File: src/rtl/sseg_pkg.sv
// sseg_pkg: shared types for the seven-segment scan front end.
package sseg_pkg;
    localparam int DIGITS = 4;
    typedef logic [1:0] digit_sel_t;
    typedef struct packed {
        logic [15:0] data;
        logic        hex_dec;
        logic        sign;
    } disp_word_t;
endpackage

File: src/rtl/sseg_scan_ctrl_refresh_counter.sv
// refresh_counter: tick and digit counters, with the per-digit wrap strobe and the frame boundary.
module refresh_counter
    import sseg_pkg::*;
#(
    parameter int TICKS = 100000
) (
    input  logic       clk,
    input  logic       rst_n,
    output digit_sel_t digit_sel,
    output logic       wrap,
    output logic       fb
);
    localparam int CNT_W = (TICKS > 1) ? $clog2(TICKS) : 1;
    logic [CNT_W-1:0] tick_cnt;
    assign wrap = tick_cnt == CNT_W'(TICKS - 1);
    assign fb = wrap && digit_sel == digit_sel_t'(DIGITS - 1);
    always_ff @(posedge clk or negedge rst_n) begin
        if (!rst_n) begin
            tick_cnt  <= '0;
            digit_sel <= '0;
        end else begin
            tick_cnt <= wrap ? '0 : tick_cnt + 1'b1;
            if (wrap) digit_sel <= digit_sel + 1'b1;
        end
    end
endmodule

File: src/rtl/sseg_scan_ctrl.sv
// sseg_scan_ctrl: digit scan plus a one-deep pending word applied only at frame boundaries.
// Optional PWM dimming via SSEG_SCAN_DIM_EN (adds duty input, drives blank).
module sseg_scan_ctrl
    import sseg_pkg::*;
#(
    parameter int TICKS = 100000
) (
    input  logic        clk,
    input  logic        rst_n,
    input  logic [15:0] in_data,
    input  logic        in_hex_dec,
    input  logic        in_sign,
    input  logic        in_valid,
    output logic        in_ready,
    output logic [15:0] data,
    output logic        hex_dec,
    output logic        sign,
    output digit_sel_t  digit_sel,
    output logic        frame_start,
`ifdef SSEG_SCAN_DIM_EN
    input  logic [4:0]  duty,
`endif
    output logic        blank
);
    disp_word_t pend, disp;
    logic pend_full, fb, wrap_unused;

    refresh_counter #(.TICKS(TICKS)) u_cnt (
        .clk(clk),
        .rst_n(rst_n),
        .digit_sel(digit_sel),
        .wrap(wrap_unused),
        .fb(fb)
    );

    assign in_ready = ~pend_full;
    assign data = disp.data;
    assign hex_dec = disp.hex_dec;
    assign sign = disp.sign;

    // apply has priority; at fb with a pending word in_ready is low, so no accept collides
    always_ff @(posedge clk or negedge rst_n) begin
        if (!rst_n) begin
            pend        <= '0;
            disp        <= '0;
            pend_full   <= 1'b0;
            frame_start <= 1'b0;
        end else begin
            frame_start <= fb;
            if (fb && pend_full) begin
                disp      <= pend;
                pend_full <= 1'b0;
            end else if (in_valid && in_ready) begin
                pend      <= '{data: in_data, hex_dec: in_hex_dec, sign: in_sign};
                pend_full <= 1'b1;
            end
        end
    end

`ifdef SSEG_SCAN_DIM_EN
    logic [3:0] pwm_cnt;
    always_ff @(posedge clk or negedge rst_n) begin
        if (!rst_n) begin
            pwm_cnt <= '0;
            blank   <= 1'b0;
        end else begin
            pwm_cnt <= pwm_cnt + 1'b1;
            blank   <= {1'b0, pwm_cnt} >= duty;
        end
    end
`else
    assign blank = 1'b0;
`endif
endmodule

File: config.mk
export PLATFORM = sky130hd
export DESIGN_NAME = sseg_scan_ctrl
export DESIGN_NICKNAME = d
export VERILOG_FILES = /design/src/rtl/sseg_pkg.sv /design/src/rtl/sseg_scan_ctrl_refresh_counter.sv /design/src/rtl/sseg_scan_ctrl.sv
export SDC_FILE = /design/constraint.sdc
export NUM_CORES = 1
export LEC_CHECK = 0
export CAP_MARGIN = 30
export CORE_MARGIN = 8
export CORE_UTILIZATION = 45
export CTS_CLUSTER_SIZE = 10
export DETAILED_ROUTE_END_ITERATION = 8
export DONT_BUFFER_PORTS = 1
export HOLD_SLACK_MARGIN = 0.03
export REMOVE_ABC_BUFFERS = 1
export SETUP_SLACK_MARGIN = 0.3
export SLEW_MARGIN = 20
export SYNTH_ARGS = -nofsm -noshare
export SYNTH_HDL_FRONTEND = slang
export SYNTH_HIERARCHICAL = 1
export SYNTH_SLANG_ARGS = --single-unit
File: constraint.sdc
create_clock -name clk -period 1.9 [get_ports clk]
set_input_delay 0.19 -clock clk [delete_from_list [all_inputs] [get_ports clk]]
set_output_delay 0.19 -clock clk [all_outputs]
set_load 0.02 [all_outputs]
# Word-level counts from Yosys, hierarchy flattened
# Cells that the tools add are included.
[op_classes] multipliers=0 div_mod_pow=0 n_lt_le_gt_ge=0 add_sub_neg=2 n_mux=3 eq_ne=2 n_bitwise=2 n_reduce_logical=5 shift=0
[op_table] cell="$add A17 B1 Y17 const B" count=1
[op_table] cell="$eq A17 B17 Y1 const B" count=1
[op_table] cell="$mux W17" count=1
[op_table] cell="$logic_and A1 B1 Y1" count=3
[op_table] cell="$add A2 B1 Y2 const B" count=1
[op_table] cell="$eq A2 B2 Y1 const B" count=1
[op_table] cell="$mux W1" count=2
[op_table] cell="$not A1 Y1" count=2
[op_table] cell="$reduce_and A2 Y1" count=1
[op_table] cell="$reduce_bool A2 Y1" count=1
[totals] latchBits=0 word_cells=24 mem_bits_rw=0 n_memories=0 mem_bits_ro=0 out_inout_bits=23 ff_bits=57 input_bits=21

# Depth between registers and ports, before layout
# Gate-level depths: netlist of run 1.
[depth] word_depth=5 ltp_mapped=7 ltp_nobuf=6

# By module
# The synthesis of run 1 kept the hierarchy.
[modules_own_cells] mod="sseg_scan_ctrl" instances=1 cells_each=83 area_each_um2=1481.4 seq_area_each_um2=950.9
[modules_own_cells] mod="refresh_counter" instances=1 cells_each=83 area_each_um2=915.9 seq_area_each_um2=475.5

# Worst setup path after synthesis of run 1
# Ideal clock, no wire load.
[synth_timing] kind="register -> register" start="register u_cnt.tick_cnt[8]" end="register disp (netlist bit data[10])" slack_ns=0.036 required_time_ns=1.775 period_less_slack_ns=1.864 path_stages_with_launch=7 n_path_buf=1 arrival_time_ns=1.740 path_cell_list="dfrtp_1 > or4b_1 > nor3_1 > and2_1 > nand2_4 > clkbuf_8 > mux2_2"
[synth_between] elab_chain_cells=3
[synth_lines] item="start: declaration" line_no="sseg_scan_ctrl_refresh_counter.sv:14" rtl="logic [CNT_W-1:0] tick_cnt;"
[synth_lines] item="start signal: assignment" line_no="sseg_scan_ctrl_refresh_counter.sv:22" rtl="tick_cnt <= wrap ? '0 : tick_cnt + 1'b1;"
[synth_lines] item="$eq A17 B17 Y1" line_no="sseg_scan_ctrl_refresh_counter.sv:15" rtl="assign wrap = tick_cnt == CNT_W'(TICKS - 1);"
[synth_lines] item="net wrap_unused" line_no="sseg_scan_ctrl.sv:26" rtl="logic pend_full, fb, wrap_unused;"
[synth_lines] item="$logic_and A1 B1 Y1" line_no="sseg_scan_ctrl_refresh_counter.sv:16" rtl="assign fb = wrap && digit_sel == digit_sel_t'(DIGITS - 1);"
[synth_lines] item="net fb" line_no="sseg_scan_ctrl.sv:26"
[synth_lines] item="$logic_and A1 B1 Y1" line_no="sseg_scan_ctrl.sv:50" rtl="if (fb && pend_full) begin"
[synth_lines] item="end signal: assignment" line_no="sseg_scan_ctrl.sv:51" rtl="disp <= pend;"
[synth_lines] item="end: declaration" line_no="sseg_scan_ctrl.sv:25" rtl="disp_word_t pend, disp;"
# The timed path passes the listed nets, and every way through them passes these cells.
# A chain may end at the register's enable or synchronous reset.

# Final worst setup path of run 1
[layout_timing] start="register u_cnt.tick_cnt[8]" end="register disp (netlist bit data[15])"
# The elaborated chain is that of the path after synthesis.

==> out/results.txt, run 1 <==
result of the run -> finished clean
reported leakage power -> 1.459 nW
post-detailed-route DRC marker count -> 0
pin count of the biggest net entering global routing -> 58
die area -> 7919 um2
antenna violations before repair -> 0
Cell Rows -> 26
deepest clock path buffer count -> 2
net total in the final layout -> 237
clock-pin slew reported for the worst setup and hold paths after clock tree synthesis -> 70 ps
area of placed instances -> 2534 um2
clock sink total -> 57
average vias per placed instance -> 5.062
Via Count -> 1463
share of the core filled with cells in the final layout -> 60.78%
post-synthesis cell type count -> 31
cell area power density -> 862.1 nW/um2
max-cap violations -> 0
weighted congestion reported at the end of routability-driven placement -> 0.7285
final std cell area, no fill -> 3124 um2
worst skew pair latency -> 330 ps
unrepaired setup endpoints after global routing -> yes
fraction of final layout cells with drive strength greater than 1 -> 41.10%
detailed-placement wirelength estimate -> 2967 um
Reg-to-Reg Start -> u_cnt/tick_cnt[8]
clock root buffer -> sky130_fd_sc_hd__clkbuf_8
setup total negative slack -> 0 ps
wire length per cell after detailed routing -> 17.11 um
vias in the first global route -> 1615
register share of total power -> 47.8%
Hold Path Class -> in -> async
Mapped Area -> 2397 um2
critical path fanouts, max -> 9
total I/O pin count -> 44
leading cell type in the layout, fill and taps excluded -> sky130_fd_sc_hd__dfrtp_1
critical path start-end classification -> reg -> reg
Buf/Inv on CP -> 0
number of warnings reported in the yosys synthesis log -> 6
Max Freq -> 0.5643 GHz
routed wire length -> 4944 um
Gate Count Post-Synth -> 166
Iter 0 DRT Violations -> 23
Initial Utilization -> 46.64%
Max IR drop VDD -> 0.0004239 V
Worst Setup Start Kind -> flip-flop
longest individual stage delay on the worst path -> 530 ps
switching power share of the total -> 20.07%
buffers added on ports -> 0
overall overflow remaining after global route -> 0
share of total power in the clock network -> 47.4%
proportion of synthesized chip area in sequential cells -> 59.50%
critical path depth -> 5
average cell area after synthesis -> 14.44 um2
die boundary height -> 88.99 um
final number of max-transition violations -> 0
antenna cell count -> 0
nature of the critical path endpoint -> flip-flop
reg-to-reg setup timing slack -> 130 ps
Max Clock Skew -> 4.734 ps
net switching power -> 540.6 uW
total track usage -> 13.52%
CTS tree -> built
Tcrit/Tclk final -> 93.27%
number of failing hold endpoints at the final stage -> 0
number of fillers in the final layout -> 425
combinational power share -> 4.8%
number of optimization iterations in the first detailed-route pass -> 4
worst hold margin -> 413.2 ps
core region area -> 5140 um2
clock buffers created by TritonCTS -> 9
Max H-tree Level -> 3
depth of the worst register-to-register path -> 5
horizontal die dimension -> 88.99 um
number of storage elements in the synthesis netlist -> 57
synthesis-to-layout area growth -> 30.32%
crit-path cells -> or4b_1 > nor3_2 > and2_4 > nand2_4 > mux2_2
top library cells by usage in the layout, fill and taps aside -> sky130_fd_sc_hd__dfrtp_1 (57), sky130_fd_sc_hd__mux2_2 (26), sky130_fd_sc_hd__dlygate4sd3_1 (20), sky130_fd_sc_hd__buf_4 (16)
Largest delay share family, worst path -> simple AND/OR/NAND/NOR gates
Routed Antenna Nets -> 0
count of final setup violators -> 0
time the final worst path needs with I/O delays and setup -> 1772 ps
Worst Path Arrival -> 1980 ps
internal power summed over all cells -> 2.153 mW
required arrival time at the worst endpoint -> 2110 ps
slowest stage cell on the critical path -> sky130_fd_sc_hd__or4b_1
wire length of the first global-routing pass -> 7852 um
terminus of the critical flop-to-flop path -> data[15]
what timing repair did:
item | in CTS | in global routing
gates cloned | 2 | 0
pin swaps | 6 | 6
hold buffers | 21 | 0
endpoints found under the setup margin | 30 | 30
resized for setup | 11 | 14
buffers inserted | 3 | 1
hold endpoints to repair | 76 | 0
state kept, by name, indices dropped and copies added (netlist names):
name,count
data,16
frame_start,1
hex_dec,1
pend,18
pend_full,1
sign,1
u_cnt/digit_sel,2
u_cnt/tick_cnt,17
worst reg2reg max path, delay by kind of cell (launching register included):
family | cells | cell delay, ps
flops | 1 | 380
simple gates | 4 | 970
mux | 1 | 310
metrics by stage:
stage | worst slack (ps) | cells | power, mW
after CTS | 112.8 | 288 | 2.728
after floorplan | 10.66 | 161 | 1.363
after global routing | 29.27 | 289 | 2.794
after global placement | 67.16 | 246 | 1.371
final | 127.8 | 289 | 2.693
after detailed placement | 30.47 | 246 | 1.375
cell usage after synthesis, drive strengths merged:
cell type	number	area (um2)
clkbuf	1	13.76
dfrtp	57	1426
nor2	10	37.54
ha	2	25.02
and2	1	6.260
nor2b	2	15.02
xor2	6	60.06
or4b	1	10.01
mux2	37	454.2
o21a	1	7.510
nor4	4	25.02
nor3	6	35.03
and4bb	1	12.51
or3	1	6.260
and3	1	6.260
nand4	6	43.79
conb	1	3.750
buf	4	50.05
and4	1	8.760
inv	3	11.26
xnor2	10	87.58
nand2	5	26.27
nand3	5	25.02
worst max path at each step:
stage | from | end | slack, ps
CTS | u_cnt/tick_cnt[8] | data[15] | 110
finish | u_cnt/tick_cnt[8] | data[15] | 130
global route | u_cnt/tick_cnt[6] | data[15] | 30
global placement | u_cnt/tick_cnt[8] | data[8] | 70
floorplan | u_cnt/tick_cnt[0] | u_cnt/digit_sel[1] | 10
detailed placement | u_cnt/tick_cnt[6] | data[6] | 30
area by class of cell:
| class | instances | area, um2 | share of cell area (%) |
|---|---|---|---|
| well taps | 70 | 87.58 | 2.803 |
| inverters | 3 | 11.26 | 0.3604 |
| clock inverters | 5 | 77.57 | 2.483 |
| flip-flops and latches | 57 | 1426 | 45.65 |
| clock buffers | 11 | 151.4 | 4.846 |
| multi-input cells | 102 | 973.4 | 31.16 |
| repair buffers | 41 | 396.6 | 12.70 |
layer usage:
layer,up-vias,global-route usage [%],wire length (um)
li1,681,-,-
met1,734,14.46,2070
met2,37,23.45,2500
met3,11,3.493,282
met4,0,8.157,91
met5,-,0,0
power by group through the flow:
stage               Clock, mW  Sequential, mW  Combinational, mW
floorplan                   0            1.30             0.0607
global placement            0            1.31             0.0640
detailed placement          0            1.31             0.0663
global route             1.36            1.29              0.142
CTS                      1.31            1.29              0.132
finish                   1.28            1.29              0.130
cell families after synthesis:
family	count (synthesis)	share of synthesized area (%)
flops	57	59.50
simple gates	44	10.75
mux	37	18.95
xor+xnor	16	6.159
buf+inv	8	3.131
fa+ha+maj	2	1.044
other cells	1	0.1564
compound gates	1	0.3133
Power figures use the tool's default switching activity.
==> inputs of run 2 (changes only) <==
--- a/config.mk
+++ b/config.mk
@@ -6,6 +6,7 @@
 export NUM_CORES = 1
 export LEC_CHECK = 0
 export CAP_MARGIN = 30
+export CORE_ASPECT_RATIO = 0.7
 export CORE_MARGIN = 8
 export CORE_UTILIZATION = 45
 export CTS_CLUSTER_SIZE = 10
==> run 2 against run 1 <==
Critical path depth stayed put. Fmax is 1.2% lower. Clock skew is 3.9 ps higher. Die area is 0.47% higher. Non-clock buffer count is 4 lower. Largest cell class unchanged. Sequential share of layout area is 0.63 points higher. Final cell count is 1.0% lower. Clock power is 8% lower. Sequential cell count stayed put. Total power is 3.7% lower. First-iteration DRC count is 78% higher.
==> out/results.txt, run 2 (synthesis results as in run 1) <==
required arrival time at the worst endpoint -> 2110 ps (about the same)
Via Count -> 1402 (-4.2%)
Worst Setup Start Kind -> flip-flop
Worst Path Arrival -> 2010 ps (+30 ps)
clock root buffer -> sky130_fd_sc_hd__clkbuf_8
number of failing hold endpoints at the final stage -> 0 (unchanged)
net total in the final layout -> 233 (-1.7%)
count of final setup violators -> 0 (unchanged)
clock buffers created by TritonCTS -> 9 (unchanged)
Cell Rows -> 22 (-15%)
final number of max-transition violations -> 0 (unchanged)
clock sink total -> 57 (unchanged)
total I/O pin count -> 44 (unchanged)
weighted congestion reported at the end of routability-driven placement -> 0.7943 (+9.0%)
Initial Utilization -> 46.08% (-0.56 points)
nature of the critical path endpoint -> flip-flop
average vias per placed instance -> 4.902 (-3.2%)
leading cell type in the layout, fill and taps excluded -> sky130_fd_sc_hd__dfrtp_1
max-cap violations -> 0 (unchanged)
detailed-placement wirelength estimate -> 3095 um (+4.3%)
Max IR drop VDD -> 0.0006397 V (+51%)
Routed Antenna Nets -> 0 (unchanged)
unrepaired setup endpoints after global routing -> yes
cell area power density -> 841.3 nW/um2 (-2.4%)
clock-pin slew reported for the worst setup and hold paths after clock tree synthesis -> 60 ps (about the same)
number of optimization iterations in the first detailed-route pass -> 4 (unchanged)
routed wire length -> 4616 um (-6.6%)
depth of the worst register-to-register path -> 5 (unchanged)
result of the run -> finished clean
flip-flop count of the largest register after layout -> 18 (unchanged)
reported leakage power -> 1.445 nW (-0.93%)
Top reg by flops -> pend
horizontal die dimension -> 103.2 um (+16%)
Max Freq -> 0.5577 GHz (-1.2%)
overall overflow remaining after global route -> 0 (unchanged)
critical path start-end classification -> reg -> reg
worst hold margin -> 380.6 ps (-32.54 ps)
Max Clock Skew -> 8.590 ps (+3.856 ps)
buffers added on ports -> 0 (unchanged)
synthesis-to-layout area growth -> 28.55%
core region area -> 5202 um2 (+1.2%)
CTS tree -> built
top library cells by usage in the layout, fill and taps aside -> sky130_fd_sc_hd__dfrtp_1 (57), sky130_fd_sc_hd__mux2_2 (27), sky130_fd_sc_hd__dlygate4sd3_1 (20), sky130_fd_sc_hd__buf_4 (14), sky130_fd_sc_hd__clkbuf_8 (13)
post-detailed-route DRC marker count -> 0 (unchanged)
antenna cell count -> 0 (unchanged)
share of the core filled with cells in the final layout -> 59.24% (-1.5 points)
pin count of the biggest net entering global routing -> 58 (unchanged)
vias in the first global route -> 1510 (-6.5%)
time the final worst path needs with I/O delays and setup -> 1793 ps (+20.95 ps)
worst skew pair latency -> 330 ps (about the same)
wire length of the first global-routing pass -> 7866 um (+0.18%)
Iter 0 DRT Violations -> 41 (+78%)
critical path fanouts, max -> 9 (unchanged)
total track usage -> 13.04% (-0.48 points)
Max H-tree Level -> 3 (unchanged)
die area -> 7956 um2 (+0.47%)
deepest clock path buffer count -> 2 (unchanged)
die boundary height -> 77.07 um (-13%)
antenna violations before repair -> 0 (unchanged)
Tcrit/Tclk final -> 94.38% (+1.1 points)
fraction of final layout cells with drive strength greater than 1 -> 39.72% (-1.4 points)
Hold Path Class -> in -> async
wire length per cell after detailed routing -> 16.14 um (-5.7%)
[run 2: changes by cell type in the layout (fill, tap and decap cells not counted), moves of 2 or more]
cell                       before  now
sky130_fd_sc_hd__buf_4         16   14
sky130_fd_sc_hd__clkbuf_8      11   13
sky130_fd_sc_hd__nor2_1         3    6
sky130_fd_sc_hd__nor2_2         3    1
[run 2: area by class of cell]
cell class              instances  area, um2
clock buffers                  13      178.9
clock inverters                 2      35.03
fillers                       403       2121
inverters                       3      11.26
multi-input cells             102      984.7
flip-flops and latches         57       1426
well taps                      72      90.09
repair buffers                 37      355.3
[run 2: through the flow]
stage	total power, mW	TNS [ps]	cell area [um2]	worst slack [ps]	cells
finish	2.593	0	3082	106.8	286
global route	2.712	0	3082	28.78	286
CTS	2.631	0	3008	106.1	284
detailed placement	1.376	-189.9	2521	-20.25	246
global placement	1.371	0	2521	14.51	246
floorplan	1.363	0	2333	10.66	161
[run 2: worst max-delay path, stage by stage (launching register included)]
cell	delay (ps)
sky130_fd_sc_hd__dfrtp_1	380
sky130_fd_sc_hd__or4b_1	530
sky130_fd_sc_hd__nor3_2	120
sky130_fd_sc_hd__and2_4	220
sky130_fd_sc_hd__nand2_4	120
sky130_fd_sc_hd__mux2_2	300
[run 2: worst paths after layout]
check | startpoint | endpoint | slack (ps)
hold reg to reg | pend[17] | pend[17] | 500
max in group asynchronous | rst_n | data[9] | 1260
setup reg to reg | u_cnt/tick_cnt[8] | data[8] | 110
hold / removal | rst_n | u_cnt/tick_cnt[0] | 380
setup / recovery | u_cnt/tick_cnt[8] | data[8] | 110
min in group clk | in_valid | pend[2] | 470
[run 2: what timing repair did]
action / in CTS / in global routing
hold buffers: 21 / 0
gates resized for setup: 8 / 13
hold endpoints to repair: 76 / 0
gates cloned: 1 / 1
buffers inserted: 1 / 1
pin swaps: 3 / 5
setup endpoints to repair: 30 / 32
[run 2: power breakdown]
part,switching (mW),leakage [nW],internal (mW)
Sequential,0.0243,0.742,1.26
Combinational,0.0438,0.592,0.0845
Clock,0.437,0.112,0.739
[run 2: layer usage]
| metal | GRT usage [%] | share of wire, % | wire length (um) |
|---|---|---|---|
| met1 | 15.96 | 45 | 2055 |
| met2 | 19.02 | 46 | 2107 |
| met3 | 5.410 | 7.6 | 353 |
| met4 | 6.906 | 2.2 | 100 |
| met5 | 0 | 0 | 0 |
